--- src/rtl/led_pwm_if.sv ---
// led_pwm_if: LED request/brightness inputs and pin/status outputs of led_pwm_driver.
interface led_pwm_if;
  logic [3:0] led_req;
  logic [7:0] brightness;
  logic       breathe_en;
  logic [3:0] F_LED;
  logic       period_start;
  logic [7:0] breath_level;
  modport master (output led_req, brightness, breathe_en, input F_LED, period_start, breath_level);
  modport slave  (input led_req, brightness, breathe_en, output F_LED, period_start, breath_level);
endinterface

--- src/rtl/led_pwm_driver.sv ---
// led_pwm_driver: 4-LED PWM stage with static or breathing duty latched per period.
// Define LED_PWM_ACTIVE_LOW_EN to drive F_LED inverted (reset value 4'b1111).
module led_pwm_driver #(
  parameter int PRESC_DIV      = 196,
  parameter int BREATH_PERIODS = 4,
  parameter int BREATH_STEP    = 2,
  parameter int HOLD_STEPS     = 32
) (
  input logic FPGA_CLK,
  input logic FPGA_RST,
  led_pwm_if.slave bus
);
  localparam int PW = PRESC_DIV > 1 ? $clog2(PRESC_DIV) : 1;
  localparam int SW = BREATH_PERIODS > 1 ? $clog2(BREATH_PERIODS) : 1;
  localparam int HW = HOLD_STEPS > 1 ? $clog2(HOLD_STEPS) : 1;
`ifdef LED_PWM_ACTIVE_LOW_EN
  localparam logic [3:0] LED_OFF = 4'hF;
`else
  localparam logic [3:0] LED_OFF = 4'h0;
`endif
  typedef enum logic [2:0] {IDLE, UP, HOLD_HI, DOWN, HOLD_LO} state_t;
  state_t state, state_n;
  logic [PW-1:0] presc;
  logic [SW-1:0] step_cnt, step_n;
  logic [HW-1:0] hold_cnt, hold_n;
  logic [7:0] pwm_cnt, duty_q, level_n;
  logic [8:0] up9, dn9;
  logic tick, wrap, stp, hold_done;
  assign tick = presc == PW'(PRESC_DIV - 1);
  assign wrap = tick && pwm_cnt == 8'hFF;
  assign stp = step_cnt == SW'(BREATH_PERIODS - 1);
  assign hold_done = hold_cnt == HW'(HOLD_STEPS - 1);
  assign up9 = {1'b0, bus.breath_level} + 9'(BREATH_STEP);
  assign dn9 = {1'b0, bus.breath_level} - 9'(BREATH_STEP);
  // Deasserting breathe_en overrides everything, wrap or not
  always_comb begin
    state_n = state;
    level_n = bus.breath_level;
    step_n = wrap ? (stp ? '0 : step_cnt + 1'b1) : step_cnt;
    hold_n = hold_cnt;
    if (!bus.breathe_en) begin
      state_n = IDLE;
      level_n = '0;
      step_n = '0;
      hold_n = '0;
    end else if (wrap) begin
      case (state)
        IDLE: begin
          state_n = UP;
          step_n = '0;
          hold_n = '0;
        end
        UP: if (stp) begin
          level_n = up9 > 9'd255 ? 8'hFF : up9[7:0];
          state_n = up9 >= 9'd255 ? HOLD_HI : UP;
        end
        DOWN: if (stp) begin
          level_n = dn9[8] ? 8'h00 : dn9[7:0];
          state_n = (dn9[8] || dn9 == 9'd0) ? HOLD_LO : DOWN;
        end
        default: if (stp) begin
          hold_n = hold_done ? '0 : hold_cnt + 1'b1;
          state_n = hold_done ? (state == HOLD_HI ? DOWN : UP) : state;
        end
      endcase
    end
  end
  always_ff @(posedge FPGA_CLK or posedge FPGA_RST) begin
    if (FPGA_RST) begin
      presc <= '0;
      pwm_cnt <= '0;
      duty_q <= '0;
      state <= IDLE;
      step_cnt <= '0;
      hold_cnt <= '0;
      bus.F_LED <= LED_OFF;
      bus.period_start <= 1'b0;
      bus.breath_level <= '0;
    end else begin
      presc <= tick ? '0 : presc + 1'b1;
      pwm_cnt <= pwm_cnt + 8'(tick);
      if (wrap) duty_q <= bus.breathe_en ? bus.breath_level : bus.brightness;
      state <= state_n;
      step_cnt <= step_n;
      hold_cnt <= hold_n;
      bus.F_LED <= LED_OFF ^ (bus.led_req & {4{pwm_cnt < duty_q}});
      bus.period_start <= wrap;
      bus.breath_level <= level_n;
    end
  end
endmodule
--- src/flat_wrapper.sv ---
// flat-port wrapper written by rule: the top's interface ports become plain ports
module led_pwm_driver_flat 
#(
  parameter int PRESC_DIV      = 196,
  parameter int BREATH_PERIODS = 4,
  parameter int BREATH_STEP    = 2,
  parameter int HOLD_STEPS     = 32
)
  (FPGA_CLK, FPGA_RST, bus_led_req, bus_brightness, bus_breathe_en, bus_F_LED, bus_period_start, bus_breath_level);
  led_pwm_if bus_i ();
  input logic FPGA_CLK;
  input logic FPGA_RST;
  input wire logic [$bits(bus_i.led_req)-1:0] bus_led_req;
  input wire logic [$bits(bus_i.brightness)-1:0] bus_brightness;
  input wire logic [$bits(bus_i.breathe_en)-1:0] bus_breathe_en;
  output wire logic [$bits(bus_i.F_LED)-1:0] bus_F_LED;
  output wire logic [$bits(bus_i.period_start)-1:0] bus_period_start;
  output wire logic [$bits(bus_i.breath_level)-1:0] bus_breath_level;
  assign bus_i.led_req = bus_led_req;
  assign bus_i.brightness = bus_brightness;
  assign bus_i.breathe_en = bus_breathe_en;
  assign bus_F_LED = bus_i.F_LED;
  assign bus_period_start = bus_i.period_start;
  assign bus_breath_level = bus_i.breath_level;
  led_pwm_driver #(.PRESC_DIV(PRESC_DIV), .BREATH_PERIODS(BREATH_PERIODS), .BREATH_STEP(BREATH_STEP), .HOLD_STEPS(HOLD_STEPS)) u_core (.FPGA_CLK(FPGA_CLK), .FPGA_RST(FPGA_RST), .bus(bus_i));
endmodule
--- config.mk ---
export PLATFORM = sky130hd
export DESIGN_NAME = led_pwm_driver_flat
export DESIGN_NICKNAME = d
export VERILOG_FILES = /design/src/rtl/led_pwm_if.sv /design/src/rtl/led_pwm_driver.sv /design/src/flat_wrapper.sv
export SDC_FILE = /design/constraint.sdc
export NUM_CORES = 1
export LEC_CHECK = 0
export CAP_MARGIN = 20
export CORE_ASPECT_RATIO = 0.75
export CORE_MARGIN = 3
export CORE_UTILIZATION = 48
export DETAILED_ROUTE_END_ITERATION = 7
export GPL_ROUTABILITY_DRIVEN = 0
export PLACE_DENSITY = 0.69
export SLEW_MARGIN = 5
export SYNTH_ARGS = -nofsm -noshare
export SYNTH_HDL_FRONTEND = slang
export SYNTH_SLANG_ARGS = --single-unit
--- constraint.sdc ---
create_clock -name FPGA_CLK -period 3.65 [get_ports FPGA_CLK]
set_input_delay 0.5475 -clock FPGA_CLK [delete_from_list [all_inputs] [get_ports FPGA_CLK]]
set_output_delay 0.5475 -clock FPGA_CLK [all_outputs]
set_load 0.01 [all_outputs]
==> impl_metrics.toml, run 1 <==
[sta]
setup_tns_ns = 0
worst_pin_slew_ns = 0.612
slew_viol_final = 0
relSlewSlack = 0.592
fmax_mhz = 415
skew_ns = 0.00533
fin_ws_ns = 1.24
finalHoldViolations = 0
min_period_ns = 2.41
setup_violations = 0
period_share = 0.660
rsz0062_at_grt = "no"

[setup_path]
end_kind = "flip-flop"
path_common_cell = "ha_1"
start_kind = "flip-flop"
critical_path_buf_inv_count = 0
critPathKind = "flip-flop to flip-flop"
cp_slowest_cell = "or4_4"
cpPeakStageDelay_ns = 0.56
r2r_setup_slack_ns = 1.24
cp.arrival_ns = 2.63
crit_required_ns = 3.87
crit_chain = "or4_4 > nor3_1 > ha_1 > ha_1 > nand3_1 > nor2_1 > xor2_1"
cpLargestDelayFamily = "simple AND/OR/NAND/NOR gates"
crit_fanout = 4

[finish]
diodes = 0
multi_input_area_mm2 = 0.00157
drive_gt1_frac = 0.0533
final_common_cell = "dfrtp_1"
seqCellArea_mm2 = 0.00118
fin_nets = 368
final_cell_mix = "dfrtp_1, nand2_1, clkdlybuf4s50_1, o21ai_0, nand3_1"
fillers = 499
syn_to_final_growth_pct = 14.1

[synthesis]
synth_top_flop_cell = "dfrtp_1"
post_synth_num_cell_types = 51
netlist_instances = 316
synth_edf_count = 0
avgSynthCellArea_um2 = 9.13
ys_warn_count = 0
ys_seq_elements = 47
seq_area_frac_synth = 0.408
async_flop_share = 1.00
syn_area_mm2 = 0.00288
synthesis.nets = 347

[power]
p_per_area_mw_per_mm2 = 275
max-vdd-ir-drop_uv = 149
p_leak_nw = 1.52

[hold_path]
hold_path.class = "input port to asynchronous set/reset pin"

[global_route]
grtUsageMet2 = 0.276
grt_max_degree = 48
gr-usage-met3 = 0.0371
met1_usage = 0.325
first_global_vias = 2278
antenna_found_initial = 0
grt_use_total = 0.201
grt-ovfl-total = 0
grt_pass1_wl_um = 11000
top_usage_layer = "met1"

[drt]
vias = 2341
ant_nets = 0
routed_wl_um = 6340
first_pass_iters = 6
wl_per_cell_um = 15.3
drc_errors = 0
first_iter_violations = 184
viasPerCell = 5.67

[cts]
post_cts_buffers = 0
postCtsHoldBufs = 0
root_buffer = "clkbuf_8"
h-tree-depth = 2
insertion_delay_ns = 0.29
numCtsBuffers = 5
cts_resized = 0
clkSlewWorstSetupHoldPaths_ns = 0.09
cts_buffer_depth = 2
cts_tree = "yes"
cts.sink_count = 47

[floorplan]
die_area_mm2 = 0.00698
start_util = 0.517
rows = 23
design.core.area_mm2 = 0.00558
die_x_um = 95.5
die_y_um = 73.1
ios = 28

[placed_design]
dp_hpwl_um = 4650
port-buffer-count = 27
dp_slack_ns = 1.25

[run_status]
status = "complete, no violations"

[run]
maxCapViolCount = 0
[routing by layer]
metal  up-vias  routed length (um)
li1       1180                   -
met1      1087                3390
met2        68                2500
met3         6                 403
met4         0                  46
met5         -                   0
[final timing paths]
kind                             startpoint                  to  cells after the start
max                         u_core.presc[4]   u_core.pwm_cnt[6]                      7
min                                FPGA_RST  u_core.hold_cnt[2]                      2
max reg2reg                 u_core.presc[4]   u_core.pwm_cnt[6]                      7
min reg2reg                u_core.duty_q[6]    u_core.duty_q[6]                      2
max in group asynchronous          FPGA_RST   u_core.pwm_cnt[0]                      3
min in group FPGA_CLK      u_core.duty_q[6]    u_core.duty_q[6]                      2
[state kept, by name, summed over array words and instances (netlist names)]
name	cells
u_core.bus.breath_level	8
u_core.duty_q	8
u_core.presc	8
u_core.pwm_cnt	8
u_core.hold_cnt	5
u_core.bus.F_LED	4
u_core.state	3
u_core.step_cnt	2
u_core.bus.period_start	1
[power by group]
group | internal (mW) | switching, mW
clock | 0.135 | 0.169
sequential | 0.526 | 0.00518
combinational | 0.0329 | 0.0359
total | 0.694 | 0.210
[through the flow]
stage          cells  total power [mW]   util  hold WS (ns)  instance area [um2]
2_1_floorplan    316             0.578      -         0.450                 2880
3_3_place_gp     404             0.608  0.571         0.469                 3190
3_5_place_dp     404             0.608  0.571         0.471                 3190
4_1_cts          412             0.912  0.586         0.490                 3270
5_1_grt          413             0.953  0.589         0.448                 3290
6_report         413             0.904  0.589         0.458                 3290
[cells in the mapped netlist, drive strengths merged (2+ instances only)]
| cell | number | share of area |
|---|---|---|
| inv | 18 | 0.023 |
| nand3 | 21 | 0.036 |
| o21ai | 23 | 0.040 |
| nor4 | 4 | 0.0087 |
| a22o | 2 | 0.0061 |
| and3 | 8 | 0.017 |
| a211oi | 3 | 0.0078 |
| nor2b | 2 | 0.0043 |
| a21oi | 13 | 0.024 |
| nor3 | 7 | 0.012 |
| or4 | 2 | 0.0065 |
| a31oi | 3 | 0.0065 |
| a21o | 3 | 0.0078 |
| o31ai | 6 | 0.020 |
| clkbuf | 14 | 0.018 |
| xnor2 | 9 | 0.027 |
| and4 | 4 | 0.012 |
| nand3b | 2 | 0.0052 |
| nor2 | 19 | 0.025 |
| dfrtp | 47 | 0.41 |
| o22ai | 3 | 0.0065 |
| nand2 | 32 | 0.042 |
| buf | 2 | 0.0078 |
| o221ai | 2 | 0.0061 |
| o2bb2ai | 3 | 0.0091 |
| xor2 | 3 | 0.0091 |
| and4b | 2 | 0.0069 |
| nand2b | 9 | 0.020 |
| or3 | 2 | 0.0043 |
| ha | 16 | 0.069 |
| mux2i | 11 | 0.038 |
| nand4 | 5 | 0.011 |
[worst register-to-register path, stage by stage, from the launching register on]
cell,delay [ns]
dfrtp_1,0.42
or4_4,0.56
nor3_1,0.39
ha_1,0.34
ha_1,0.21
nand3_1,0.12
nor2_1,0.15
xor2_1,0.16
[cells by family after synthesis]
group / count (synthesis) / synth area share
XOR/XNOR: 12 / 0.0364
AO/OA/AOI/OAI: 69 / 0.161
flip-flops: 47 / 0.408
multiplexers: 12 / 0.0421
adder cells (fa/ha/maj): 16 / 0.0694
buffers and inverters: 34 / 0.0495
AND/OR/NAND/NOR: 126 / 0.234
[cell type report]
type                       count  share of cell area
clock buffer                   7              0.0232
clock inverter                 1             0.00152
inverter                      18              0.0205
multi-input combinational    235               0.476
sequential                    47               0.358
tap                           75              0.0285
timing repair buffer          30              0.0928
No activity file was read; power rests on OpenSTA's default activity.
==> inputs of run 2 (changes only) <==
==> constraint.sdc (replaced) <==
create_clock -name FPGA_CLK -period 2.4 [get_ports FPGA_CLK]
set_input_delay 0.36 -clock FPGA_CLK [delete_from_list [all_inputs] [get_ports FPGA_CLK]]
set_output_delay 0.36 -clock FPGA_CLK [all_outputs]
set_load 0.01 [all_outputs]
==> run 2 against run 1 <==
Compared with the run above:
- utilization rose by 1.4 points
- routed wire length fell by 0.24%
- sequential power rose by 52%
- die area did not move
- critical endpoint unchanged
==> impl_metrics.toml, run 2 (synthesis gave the netlist of run 1 again) <==
[hold_path]
hold_path.class = "input port to asynchronous set/reset pin"

[sta]
fin_ws_ns = 0.167
rsz0062_at_grt = "no"
relSlewSlack = 0.582
setup_violations = 0
setup_tns_ns = 0
finalHoldViolations = 0
period_share = 0.930
fin_hold_ws_ns = 0.308
skew_ns = 0.00324
worst_pin_slew_ns = 0.627
slew_viol_final = 0
min_period_ns = 2.23
fmax_mhz = 448

[power]
p_leak_nw = 1.58
max-vdd-ir-drop_uv = 275
p_int_mw = 1.09
p_sw_frac = 0.228
p_per_area_mw_per_mm2 = 419
p_sw_mw = 0.321
pwr-share-seq = 0.573
power.share.combinational = 0.077
clockPowerShare = 0.350

[placed_design]
port-buffer-count = 27
dp.cells = 415
dp_slack_ns = 0.197
dp_hpwl_um = 4710
place_area_mm2 = 0.00327

[floorplan]
die_x_um = 95.5
rows = 23
die_y_um = 73.1
die_area_mm2 = 0.00698
design.core.area_mm2 = 0.00558
start_util = 0.517
ios = 28

[global_route]
top_usage_layer = "met1"
grt-ovfl-total = 0
grt_use_total = 0.197
antenna_found_initial = 0
grtUsageMet2 = 0.268
met1_usage = 0.318
gr-usage-met3 = 0.0454
grt_max_degree = 21
first_global_vias = 2171
grt_pass1_wl_um = 10800

[finish]
seqCellArea_mm2 = 0.00118
fin_nets = 378
drive_gt1_frac = 0.0833
final_common_cell = "dfrtp_1"
final_cell_mix = "dfrtp_1, nand2_1, clkdlybuf4s50_1, o21ai_0, nand3_1"
fin_cells = 423
fillers = 495
multi_input_area_mm2 = 0.00157
syn_to_final_growth_pct = 16.7
diodes = 0
finalInstanceArea_mm2 = 0.00337

[cts]
post_cts_buffers = 0
postCtsHoldBufs = 0
root_buffer = "clkbuf_8"
numCtsBuffers = 5
insertion_delay_ns = 0.29
clkSlewWorstSetupHoldPaths_ns = 0.08
cts_resized = 0
cts.sink_count = 47
cts_tree = "yes"
cts_buffer_depth = 2
h-tree-depth = 2

[setup_path]
end_kind = "flip-flop"
crit_fanout = 4
critPathKind = "flip-flop to flip-flop"
r2r_setup_slack_ns = 0.17
cp.arrival_ns = 2.46
start_kind = "flip-flop"
crit_required_ns = 2.62

[drt]
viasPerCell = 5.70
ant_nets = 0
first_iter_violations = 191
drc_errors = 0
routed_wl_um = 6320
vias = 2413
first_pass_iters = 6
wl_per_cell_um = 14.9

[run]
maxCapViolCount = 0

[run_status]
status = "complete, no violations"
-- run 2: cell types whose count changed in the layout (fill, tap and decap cells not counted) --
cell / change
clkinv_4: +1
buf_12: -1
clkbuf_1: -1
clkinv_2: -1
clkbuf_8: +1
buf_4: +11
-- run 2: layout make-up --
| class | instances | area share |
|---|---|---|
| Multi-Input combinational cell | 235 | 0.465 |
| Sequential cell | 47 | 0.349 |
| Timing Repair Buffer | 40 | 0.109 |
| Tap cell | 75 | 0.0279 |
| Clock buffer | 7 | 0.0257 |
| Inverter | 18 | 0.0201 |
| Clock inverter | 1 | 0.00260 |
-- run 2: stage by stage --
step                 util  power, mW
finish              0.603       1.41
global route        0.603       1.48
CTS                 0.603       1.43
detailed placement  0.586      0.933
global placement    0.586      0.933
floorplan               -      0.879
-- run 2: layer usage --
metal,part of all wire,routed length (um),vias up
met4,0.0060,38,0
li1,-,-,1201
met2,0.40,2520,74
met3,0.058,367,4
met5,0,0,-
met1,0.54,3390,1134
-- run 2: power groups by stage --
stage                     combinational, mW  sequential, mW  clock [mW]
final                                 0.108           0.808       0.494
after global routing                  0.121           0.809       0.551
after CTS                             0.110           0.808       0.514
after detailed placement              0.110           0.823           0
after global placement                0.109           0.824           0
after floorplan                      0.0551           0.824           0
-- run 2: path summary, 6_finish.rpt --
| path | endpoint | from | cells after the start |
|---|---|---|---|
| worst min register to register | u_core.duty_q[7] | u_core.duty_q[7] | 2 |
| worst max-delay path | u_core.pwm_cnt[6] | u_core.presc[4] | 7 |
| worst min-delay path | u_core.bus.F_LED[1] | FPGA_RST | 2 |
| max in group asynchronous | u_core.duty_q[6] | FPGA_RST | 3 |
| min in group FPGA_CLK | u_core.duty_q[7] | u_core.duty_q[7] | 2 |
| worst max register to register | u_core.pwm_cnt[6] | u_core.presc[4] | 7 |
-- run 2: worst max-delay path: stages, from the launching register on --
cell and delay (ns):
dfrtp_1 0.42, or4_4 0.56, nor3_1 0.25, ha_1 0.30
ha_1 0.22, nand3_1 0.12, nor2_1 0.14, xor2_1 0.15
